`src/rtl/addsub_seq_ctrl.sv`:
```
// Multi-cycle WIDTH-bit add/subtract that reuses one 4-bit carry-lookahead slice per nibble, LSB first.
// Result valid NSLICE clocks after accept; result and flags are held in DONE until out_ready, and in_ready is low outside IDLE.
module addsub_seq_ctrl #(
  parameter int WIDTH  = 16,
  parameter int NSLICE = WIDTH / 4
) (
  input  logic             clk,
  input  logic             rst_n,
  input  logic             in_valid,
  output logic             in_ready,
  input  logic [WIDTH-1:0] a,
  input  logic [WIDTH-1:0] b,
  input  logic             sub,
  output logic             out_valid,
  input  logic             out_ready,
  output logic [WIDTH-1:0] sum,
  output logic             cout,
  output logic             ovf,
  output logic             zero
);

  localparam int IDX_W = (NSLICE > 1) ? $clog2(NSLICE) : 1;
  localparam logic [IDX_W-1:0] LAST_IDX = IDX_W'(NSLICE - 1);

  typedef enum logic [1:0] {IDLE, RUN, DONE} state_t;

  state_t             state_q, state_d;
  logic [IDX_W-1:0]   idx_q, idx_d;
  logic               carry_q, carry_d;
  logic [WIDTH-1:0]   opa_q, opa_d;
  logic [WIDTH-1:0]   opb_q, opb_d;
  logic [WIDTH-1:0]   sum_q, sum_d;
  logic               cout_q, cout_d;
  logic               ovf_q, ovf_d;
  logic               zero_q, zero_d;
  logic [4:0]         slice_res;
  logic [WIDTH-1:0]   sum_nxt;

  // The shared slice: returns {carry_out, sum[3:0]}.
  function automatic logic [4:0] cla4(input logic [3:0] x, input logic [3:0] y, input logic ci);
    logic [3:0] g;
    logic [3:0] p;
    logic [4:0] c;
    g    = x & y;
    p    = x ^ y;
    c[0] = ci;
    c[1] = g[0] | (p[0] & c[0]);
    c[2] = g[1] | (p[1] & g[0]) | (p[1] & p[0] & c[0]);
    c[3] = g[2] | (p[2] & g[1]) | (p[2] & p[1] & g[0]) | (p[2] & p[1] & p[0] & c[0]);
    c[4] = g[3] | (p[3] & g[2]) | (p[3] & p[2] & g[1]) | (p[3] & p[2] & p[1] & g[0])
         | (p[3] & p[2] & p[1] & p[0] & c[0]);
    return {c[4], p ^ c[3:0]};
  endfunction

  assign slice_res = cla4(opa_q[4*int'(idx_q) +: 4], opb_q[4*int'(idx_q) +: 4], carry_q);

  always_comb begin
    state_d = state_q;
    idx_d   = idx_q;
    carry_d = carry_q;
    opa_d   = opa_q;
    opb_d   = opb_q;
    sum_d   = sum_q;
    cout_d  = cout_q;
    ovf_d   = ovf_q;
    zero_d  = zero_q;
    sum_nxt = sum_q;
    sum_nxt[4*int'(idx_q) +: 4] = slice_res[3:0];

    unique case (state_q)
      IDLE: begin
        if (in_valid && in_ready) begin
          opa_d   = a;
          opb_d   = sub ? ~b : b;
          carry_d = sub;
          idx_d   = '0;
          state_d = RUN;
        end
      end
      RUN: begin
        sum_d   = sum_nxt;
        carry_d = slice_res[4];
        idx_d   = idx_q + 1'b1;
        if (idx_q == LAST_IDX) begin
          // Overflow is judged on the effective operands, i.e. after B inversion for subtract.
          cout_d  = slice_res[4];
          ovf_d   = (opa_q[WIDTH-1] == opb_q[WIDTH-1]) && (sum_nxt[WIDTH-1] != opa_q[WIDTH-1]);
          zero_d  = ~|sum_nxt;
          idx_d   = '0;
          state_d = DONE;
        end
      end
      DONE: begin
        if (out_ready) state_d = IDLE;
      end
      default: state_d = IDLE;
    endcase
  end

  always_ff @(posedge clk) begin
    if (!rst_n) begin
      state_q <= IDLE;
      idx_q   <= '0;
      carry_q <= 1'b0;
      opa_q   <= '0;
      opb_q   <= '0;
      sum_q   <= '0;
      cout_q  <= 1'b0;
      ovf_q   <= 1'b0;
      zero_q  <= 1'b0;
    end else begin
      state_q <= state_d;
      idx_q   <= idx_d;
      carry_q <= carry_d;
      opa_q   <= opa_d;
      opb_q   <= opb_d;
      sum_q   <= sum_d;
      cout_q  <= cout_d;
      ovf_q   <= ovf_d;
      zero_q  <= zero_d;
    end
  end

  assign in_ready  = rst_n && (state_q == IDLE);
  assign out_valid = (state_q == DONE);
  assign sum       = sum_q;
  assign cout      = cout_q;
  assign ovf       = ovf_q;
  assign zero      = zero_q;

endmodule

```
`config.mk`:
```
export PLATFORM = sky130hd
export DESIGN_NAME = addsub_seq_ctrl
export DESIGN_NICKNAME = d
export VERILOG_FILES = /design/src/rtl/addsub_seq_ctrl.sv
export SDC_FILE = /design/constraint.sdc
export NUM_CORES = 1
export LEC_CHECK = 0
export CAP_MARGIN = 5
export CELL_PAD_IN_SITES_DETAIL_PLACEMENT = 0
export CELL_PAD_IN_SITES_GLOBAL_PLACEMENT = 2
export CORE_ASPECT_RATIO = 0.6
export CORE_UTILIZATION = 28
export CTS_CLUSTER_SIZE = 25
export DETAILED_ROUTE_END_ITERATION = 16
export GPL_ROUTABILITY_DRIVEN = 1
export PLACE_DENSITY_LB_ADDON = 0.1
export SLEW_MARGIN = 20
export SYNTH_ARGS = -nofsm -noshare
export SYNTH_HDL_FRONTEND = slang
export SYNTH_SLANG_ARGS = --single-unit
```
`constraint.sdc`:
```
create_clock -name clk -period 2.7 [get_ports clk]
set_input_delay 0.81 -clock clk [delete_from_list [all_inputs] [get_ports clk]]
set_output_delay 0.81 -clock clk [all_outputs]
set_load 0.01 [all_outputs]
```
* Yosys cells after proc, flatten, opt, wreduce, memory -nomap -nowiden *
Index checks and enable logic that the tools add are counted.

storage, ports and cells
  bits in registers = 56
  input bits = 37
  logic and storage cells = 75

cells by class
  add/sub/neg operators = 2
  equal/unequal tests = 8
  shift operators = 4
  mux-type cells = 11
  bitwise logic cells = 30
  reduce and logical (&&, ||, !) cells = 11

operators with widths
  operator                 number
  $neg 4->33               1
  $shift 4x33->16 const A  1
  $shiftx 4x33->16         1
  $shiftx 16x5->4          2
  $and 1x1->1              16
  $bwmux 16                1
  $mux 16                  1
  $not 16->16              1
  $reduce_or 16->1         1
  $mux 2                   5
  $or 1x1->1               10
  $xor 4x4->4              2
  $pmux 2 s3               1
  $reduce_and 2->1         3
  $and 4x4->4              1
  $eq 2x2->1 const B       2
  $ne 2x2->1 const B       2
  $pmux 2 s2               1
  $logic_and 1x1->1        3
  $reduce_and 3->1         1
  $add 2x1->2 const B      1
  $eq 2x1->1 const B       1
  $logic_not 2->1          1
  $ne 2x1->1 const B       1
  6 further kinds          6

* Longest topological paths before layout *
Gate-level depths: netlist of run 1.

  depth in word-level cells = 11
  mapped depth = 8
  gate-level depth less buffers = 7

* Least setup slack after synthesis of run 1 *
Ideal clock, no wire load.

  path kind = register -> register
  from = register idx_q[0]
  to = register ovf_q, in the netlist ovf
  setup time = 0.086 ns
  arrival time = 2.584 ns
  slack = 0.030 ns
  stages on the path, launching flop included = 9
  buffers on the path = 1
  clock period less this slack = 2.670 ns
  path through = dfxtp_1 > buf_2 > mux4_2 > ha_1 > a211oi_1 > nor2_1 > o31a_4 > a21o_1 > a221oi_2

on the way
  cells in the longest elaborated chain, start to end = 11
  elaborated cells on any way between the ends = 28
  classes of those cells = add/sub: 1; eq/ne: 2; shift: 4; mux: 1; bitwise: 18; reduce/logical: 2

ends and longest elaborated chain
  what                                                           line    text
  from (decl)                                                    28      logic [IDX_W-1:0] idx_q, idx_d;
  from (signal assigned)                                         113     idx_q <= idx_d;
  $shiftx 16x5->4                                                55      assign slice_res = cla4(opa_q[4*int'(idx_q) +: 4], opb_q[4*int'(idx_q) +: 4], carry_q);
  $xor 4x4->4 / $and 4x4->4 (equally long branches)              45, 44
  $and 1x1->1                                                    49      c[3] = g[2] | (p[2] & g[1]) | (p[2] & p[1] & g[0]) | (p[2] & p[1] & p[0] & c[0]);
  $or 1x1->1 / $and 1x1->1 (equally long branches) (2 in a row)  49
  $or 1x1->1                                                     49
  $xor 4x4->4                                                    52      return {c[4], p ^ c[3:0]};
  $shiftx 4x33->16                                               68      sum_nxt[4*int'(idx_q) +: 4] = slice_res[3:0];
  $bwmux 16                                                      68
  $ne 1x1->1                                                     87      ovf_d = (opa_q[WIDTH-1] == opb_q[WIDTH-1]) && (sum_nxt[WIDTH-1] != opa_q[WIDTH-1]);
  $logic_and 1x1->1                                              87
  to (signal assigned)                                           119     ovf_q <= ovf_d;
  to (decl)                                                      34      logic ovf_q, ovf_d;

Parallel ways exist; a longest one is shown, timed or not.
A chain may end at the register's enable or synchronous reset.

* Worst setup path in the final report of run 1 *
  from = input port rst_n
  to = output port in_ready

on the way
  cells in the longest elaborated chain, start to end = 1

ends and longest elaborated chain
  what               line  text
  from (decl)        8     input logic rst_n,
  $logic_and 1x1->1  124   assign in_ready = rst_n && (state_q == IDLE);
  to (decl)          10    output logic in_ready,

Every way passes these cells.

==> reports/summary.md, run 1 <==
### Timing
* **Worst Slack Setup Final** 0.110 ns
* **final hold violation count** 0
* **maximum clock frequency** 0.386 GHz
* **Worst Tran Pin Value** 0.596 ns
* **Final Critical Period** 2.59 ns
* **Final Max Slew Viols** 0
* **final clock skew** 0.00970 ns
* **unrepaired setup endpoints after global routing** false
* **post-route fraction of the period consumed by the critical path** 95.9%
* **relative slew slack** 60.3%
* **final-report setup violation count** 0
* **TNS Setup** 0 ns

### Synthesis
* **sequential area share after synthesis** 40.2%
* **mean area per synthesized cell** 9.17 um2
* **area of the mapped netlist** 2790 um2
* **number of instances in the synthesized netlist** 304
* **Synth Warn #** 0
* **register bit count reported by yosys** 56
* **Syn Nets** 353
* **Yosys cell types** 47

### Drt
* **post-DR wirelength/cell** 14.5 um
* **total via count after detailed routing** 2361
* **detailed-router iteration count before antenna repair** 4
* **residual antenna-violating net count after detailed routing** 0
* **Post-route DRC** 0
* **Detailed Route WL** 7180 um
* **number of DRC violations after detailed-routing iteration 0** 137
* **vias per cell** 4.78

### Setup path
* **FF-to-FF setup slack** 0.12 ns
* **type of element capturing the critical path** output port
* **type of origin of the critical path** input pin
* **Reg2Reg Launch Point** idx_q[0]
* **endpoint arrival time on the critical path** 1.78 ns
* **data required time at the worst endpoint** 1.89 ns
* **category of the critical setup timing path** in -> out
* **Worst R2R End** ovf
* **maximum net fanout on the critical path** 3
* **cell count of the worst reg-to-reg path** 8

### Place
* **HPWL after detailed placement** 5280 um
* **count of buffers from port buffering** 57
* **global placer's final weighted congestion** 0.739
* **post-place setup slack** -0.174 ns
* **cell total after placement** 486
* **instance area at placement** 3570 um2

### Clocking
* **clock buffer count from CTS** 5
* **root cell of the clock tree** sky130_fd_sc_hd__clkbuf_16
* **number of clock sinks** 56
* **H-Tree Depth** 2
* **clock tree from TritonCTS** built
* **Clock Path Buffers** 2
* **Hold-fix buffers, CTS** 0
* **clock edge transition at the registers on the reported setup and hold paths** 0.07 ns
* **clock latency at the later pin of the worst-skew pair** 0.30 ns

### Power and ir drop
* **leakage power of the design** 1.32 nW
* **total power density per cell area** 551 nW/um2
* **largest vdd supply drop** 261 uV

### Flow run
* **# Max-Cap Violations** 0

### Min path
* **Min-Delay Startpoint** opa_q[14]
* **terminating pin of the worst hold path** opa_q[14]
* **type of the most critical hold path** reg -> reg
* **Hold Crit Depth** 2

### Die
* **Total Die Area** 10400 um2
* **DIE HEIGHT** 79.3 um
* **width of the die** 131 um
* **Initial Util** 29.6%
* **number of top-level pins** 58
* **Core Area** 9430 um2
* **number of rows in the core area** 27

### Finish
* **share of cells above drive strength 1** 12.1%
* **post-route cell area** 3760 um2
* **share of the core filled with cells** 39.9%
* **total of fill cells in the finished design** 953
* **synthesis-to-layout area growth** 34.9%
* **layout net count** 412
* **Inserted Diodes** 0
* **number of non-filler instances in the completed layout** 494

### Global route
* **vias in the first global route** 2281
* **remaining global-route overflow** 0
* **GRT Util Overall** 15.2%
* **antenna violations before repair** 0
* **global-route wire length before repair** 11900 um
* **maximum number of pins on one net before global-route repair** 58

### Run status
* **run status** finished clean

## logic make-up (layout without fill, tap and decap cells)
family | after synthesis | after routing | synth area share, %
AO/OA/AOI/OAI | 74 | 74 | 18.0
buffers and inverters | 23 | 83 | 3.45
adder cells (fa/ha/maj) | 12 | 12 | 5.65
multiplexers | 9 | 9 | 6.82
AND/OR/NAND/NOR | 112 | 112 | 20.2
XOR/XNOR | 18 | 18 | 5.65
flip-flops | 56 | 56 | 40.2
## routing by layer
metal	global-route usage (%)	wire (um)
met5	0	0
met4	4.02	57
met2	19.7	2670
met1	24.1	4010
met3	3.64	443
## synthesized netlist by cell type, drive strengths merged
| library cell | instances | area, um2 |
|---|---|---|
| nor2 | 9 | 36.3 |
| a32o | 1 | 10.0 |
| o22a | 1 | 8.76 |
| a21boi | 1 | 7.51 |
| a211oi | 2 | 15.0 |
| buf | 9 | 43.8 |
| a22oi | 4 | 30.0 |
| and4bb | 1 | 12.5 |
| nand3 | 19 | 95.1 |
| and2 | 1 | 6.26 |
| a221oi | 1 | 15.0 |
| nor3 | 4 | 30.0 |
| a21oi | 6 | 30.0 |
| nor3b | 2 | 20.0 |
| nand2 | 47 | 176 |
| mux2i | 1 | 10.0 |
| nor4 | 4 | 25.0 |
| a21bo | 1 | 10.0 |
| fa | 1 | 20.0 |
| inv | 4 | 15.0 |
| mux4 | 8 | 180 |
| nand3b | 3 | 22.5 |
| a31oi | 1 | 6.26 |
| nand2b | 2 | 15.0 |
| o311a | 1 | 21.3 |
| a21o | 2 | 16.3 |
| a32oi | 11 | 96.3 |
| xnor2 | 18 | 158 |
| ha | 11 | 138 |
| o21a | 2 | 15.0 |
| clkbuf | 10 | 37.5 |
| o31ai | 1 | 7.51 |
| or3 | 1 | 6.26 |
| o22ai | 1 | 6.26 |
| a2111oi | 1 | 8.76 |
| o21ai | 36 | 180 |
| nor2b | 19 | 119 |
| o31a | 1 | 17.5 |
| dfxtp | 56 | 1120 |
## per-stage QoR
stage	hold WS (ns)	total power [W]
2_1_floorplan	0.425	0.00115
3_3_place_gp	0.436	0.00133
3_5_place_dp	0.441	0.00133
4_1_cts	0.452	0.00209
5_1_grt	0.466	0.00217
6_report	0.455	0.00207
## power breakdown
group | switching (W) | leakage (nW) | internal, W | total, W
sequential | 0.0000304 | 0.458 | 0.000873 | 0.000903
clock | 0.000312 | 0.0815 | 0.000442 | 0.000755
combinational | 0.000204 | 0.780 | 0.000210 | 0.000414
## worst max-delay path, stage by stage
cell and delay, ns:
sky130_fd_sc_hd__clkdlybuf4s50_1 0.47, sky130_fd_sc_hd__nor3b_2 0.21, sky130_fd_sc_hd__dlygate4sd2_1 0.29
## cell type report
| cell class | instances | area (um2) | share of cell area, % |
|---|---|---|---|
| inverter | 4 | 15.0 | 0.399 |
| timing repair buffer | 71 | 699 | 18.6 |
| multi-input combinational | 225 | 1600 | 42.4 |
| clock buffer | 6 | 129 | 3.43 |
| tap | 130 | 163 | 4.32 |
| sequential | 56 | 1120 | 29.8 |
| clock inverter | 2 | 38.8 | 1.03 |
## worst max path at each step
stage	from	to	cells past startpoint
after floorplan	idx_q[0]	ovf	8
after global placement	rst_n	in_ready	3
after detailed placement	rst_n	in_ready	3
after CTS	idx_q[0]	ovf	8
after global routing	idx_q[0]	zero	7
final	rst_n	in_ready	3
## cell usage in the layout, fill, tap and decap left out, types with 2 or more instances in the layout
cell type and instances:
sky130_fd_sc_hd__nand2_1 47, sky130_fd_sc_hd__nand3_1 19, sky130_fd_sc_hd__buf_4 12, sky130_fd_sc_hd__nor3_2 2
sky130_fd_sc_hd__ha_1 10, sky130_fd_sc_hd__nor4_1 4, sky130_fd_sc_hd__o21a_1 2, sky130_fd_sc_hd__a32oi_1 11
sky130_fd_sc_hd__clkdlybuf4s50_1 56, sky130_fd_sc_hd__dfxtp_1 56, sky130_fd_sc_hd__a21oi_1 5, sky130_fd_sc_hd__clkbuf_16 5
sky130_fd_sc_hd__o21ai_0 34, sky130_fd_sc_hd__o21ai_1 2, sky130_fd_sc_hd__a22oi_1 4, sky130_fd_sc_hd__nor3_1 2
sky130_fd_sc_hd__inv_1 3, sky130_fd_sc_hd__nor2_1 8, sky130_fd_sc_hd__mux4_2 8, sky130_fd_sc_hd__xnor2_1 17
sky130_fd_sc_hd__nor2b_1 19, sky130_fd_sc_hd__buf_12 2, sky130_fd_sc_hd__nand3b_1 3, sky130_fd_sc_hd__a211oi_1 2
## flip-flops by register name, indices dropped and copies added (netlist names)
register and count:
carry_q 1, opa_q 16, idx_q 2, zero 1
state_q 2, sum 16, cout 1, opb_q 16
ovf 1
## timing repair
item                                    4_1_cts  5_1_grt
gates resized for setup                       1        3
setup buffers                                 0        0
endpoints found under the hold margin         0        0
endpoints found under the setup margin        1        4
Power figures use the tool's default switching activity.
==> inputs of run 2 (changes only) <==
--- a/config.mk
+++ b/config.mk
@@ -5,7 +5,7 @@
 export SDC_FILE = /design/constraint.sdc
 export NUM_CORES = 1
 export LEC_CHECK = 0
-export CAP_MARGIN = 5
+export CAP_MARGIN = 20
 export CELL_PAD_IN_SITES_DETAIL_PLACEMENT = 0
 export CELL_PAD_IN_SITES_GLOBAL_PLACEMENT = 2
 export CORE_ASPECT_RATIO = 0.6
==> results of run 2 <==
The final DEF is identical to that of run 1; final timing and power are the same.
==> inputs of run 3 (changes only) <==
--- a/config.mk
+++ b/config.mk
@@ -5,7 +5,7 @@
 export SDC_FILE = /design/constraint.sdc
 export NUM_CORES = 1
 export LEC_CHECK = 0
-export CAP_MARGIN = 20
+export CAP_MARGIN = 5
 export CELL_PAD_IN_SITES_DETAIL_PLACEMENT = 0
 export CELL_PAD_IN_SITES_GLOBAL_PLACEMENT = 2
 export CORE_ASPECT_RATIO = 0.6
==> results of run 3 <==
The final DEF is identical to that of run 1; final timing and power are the same.
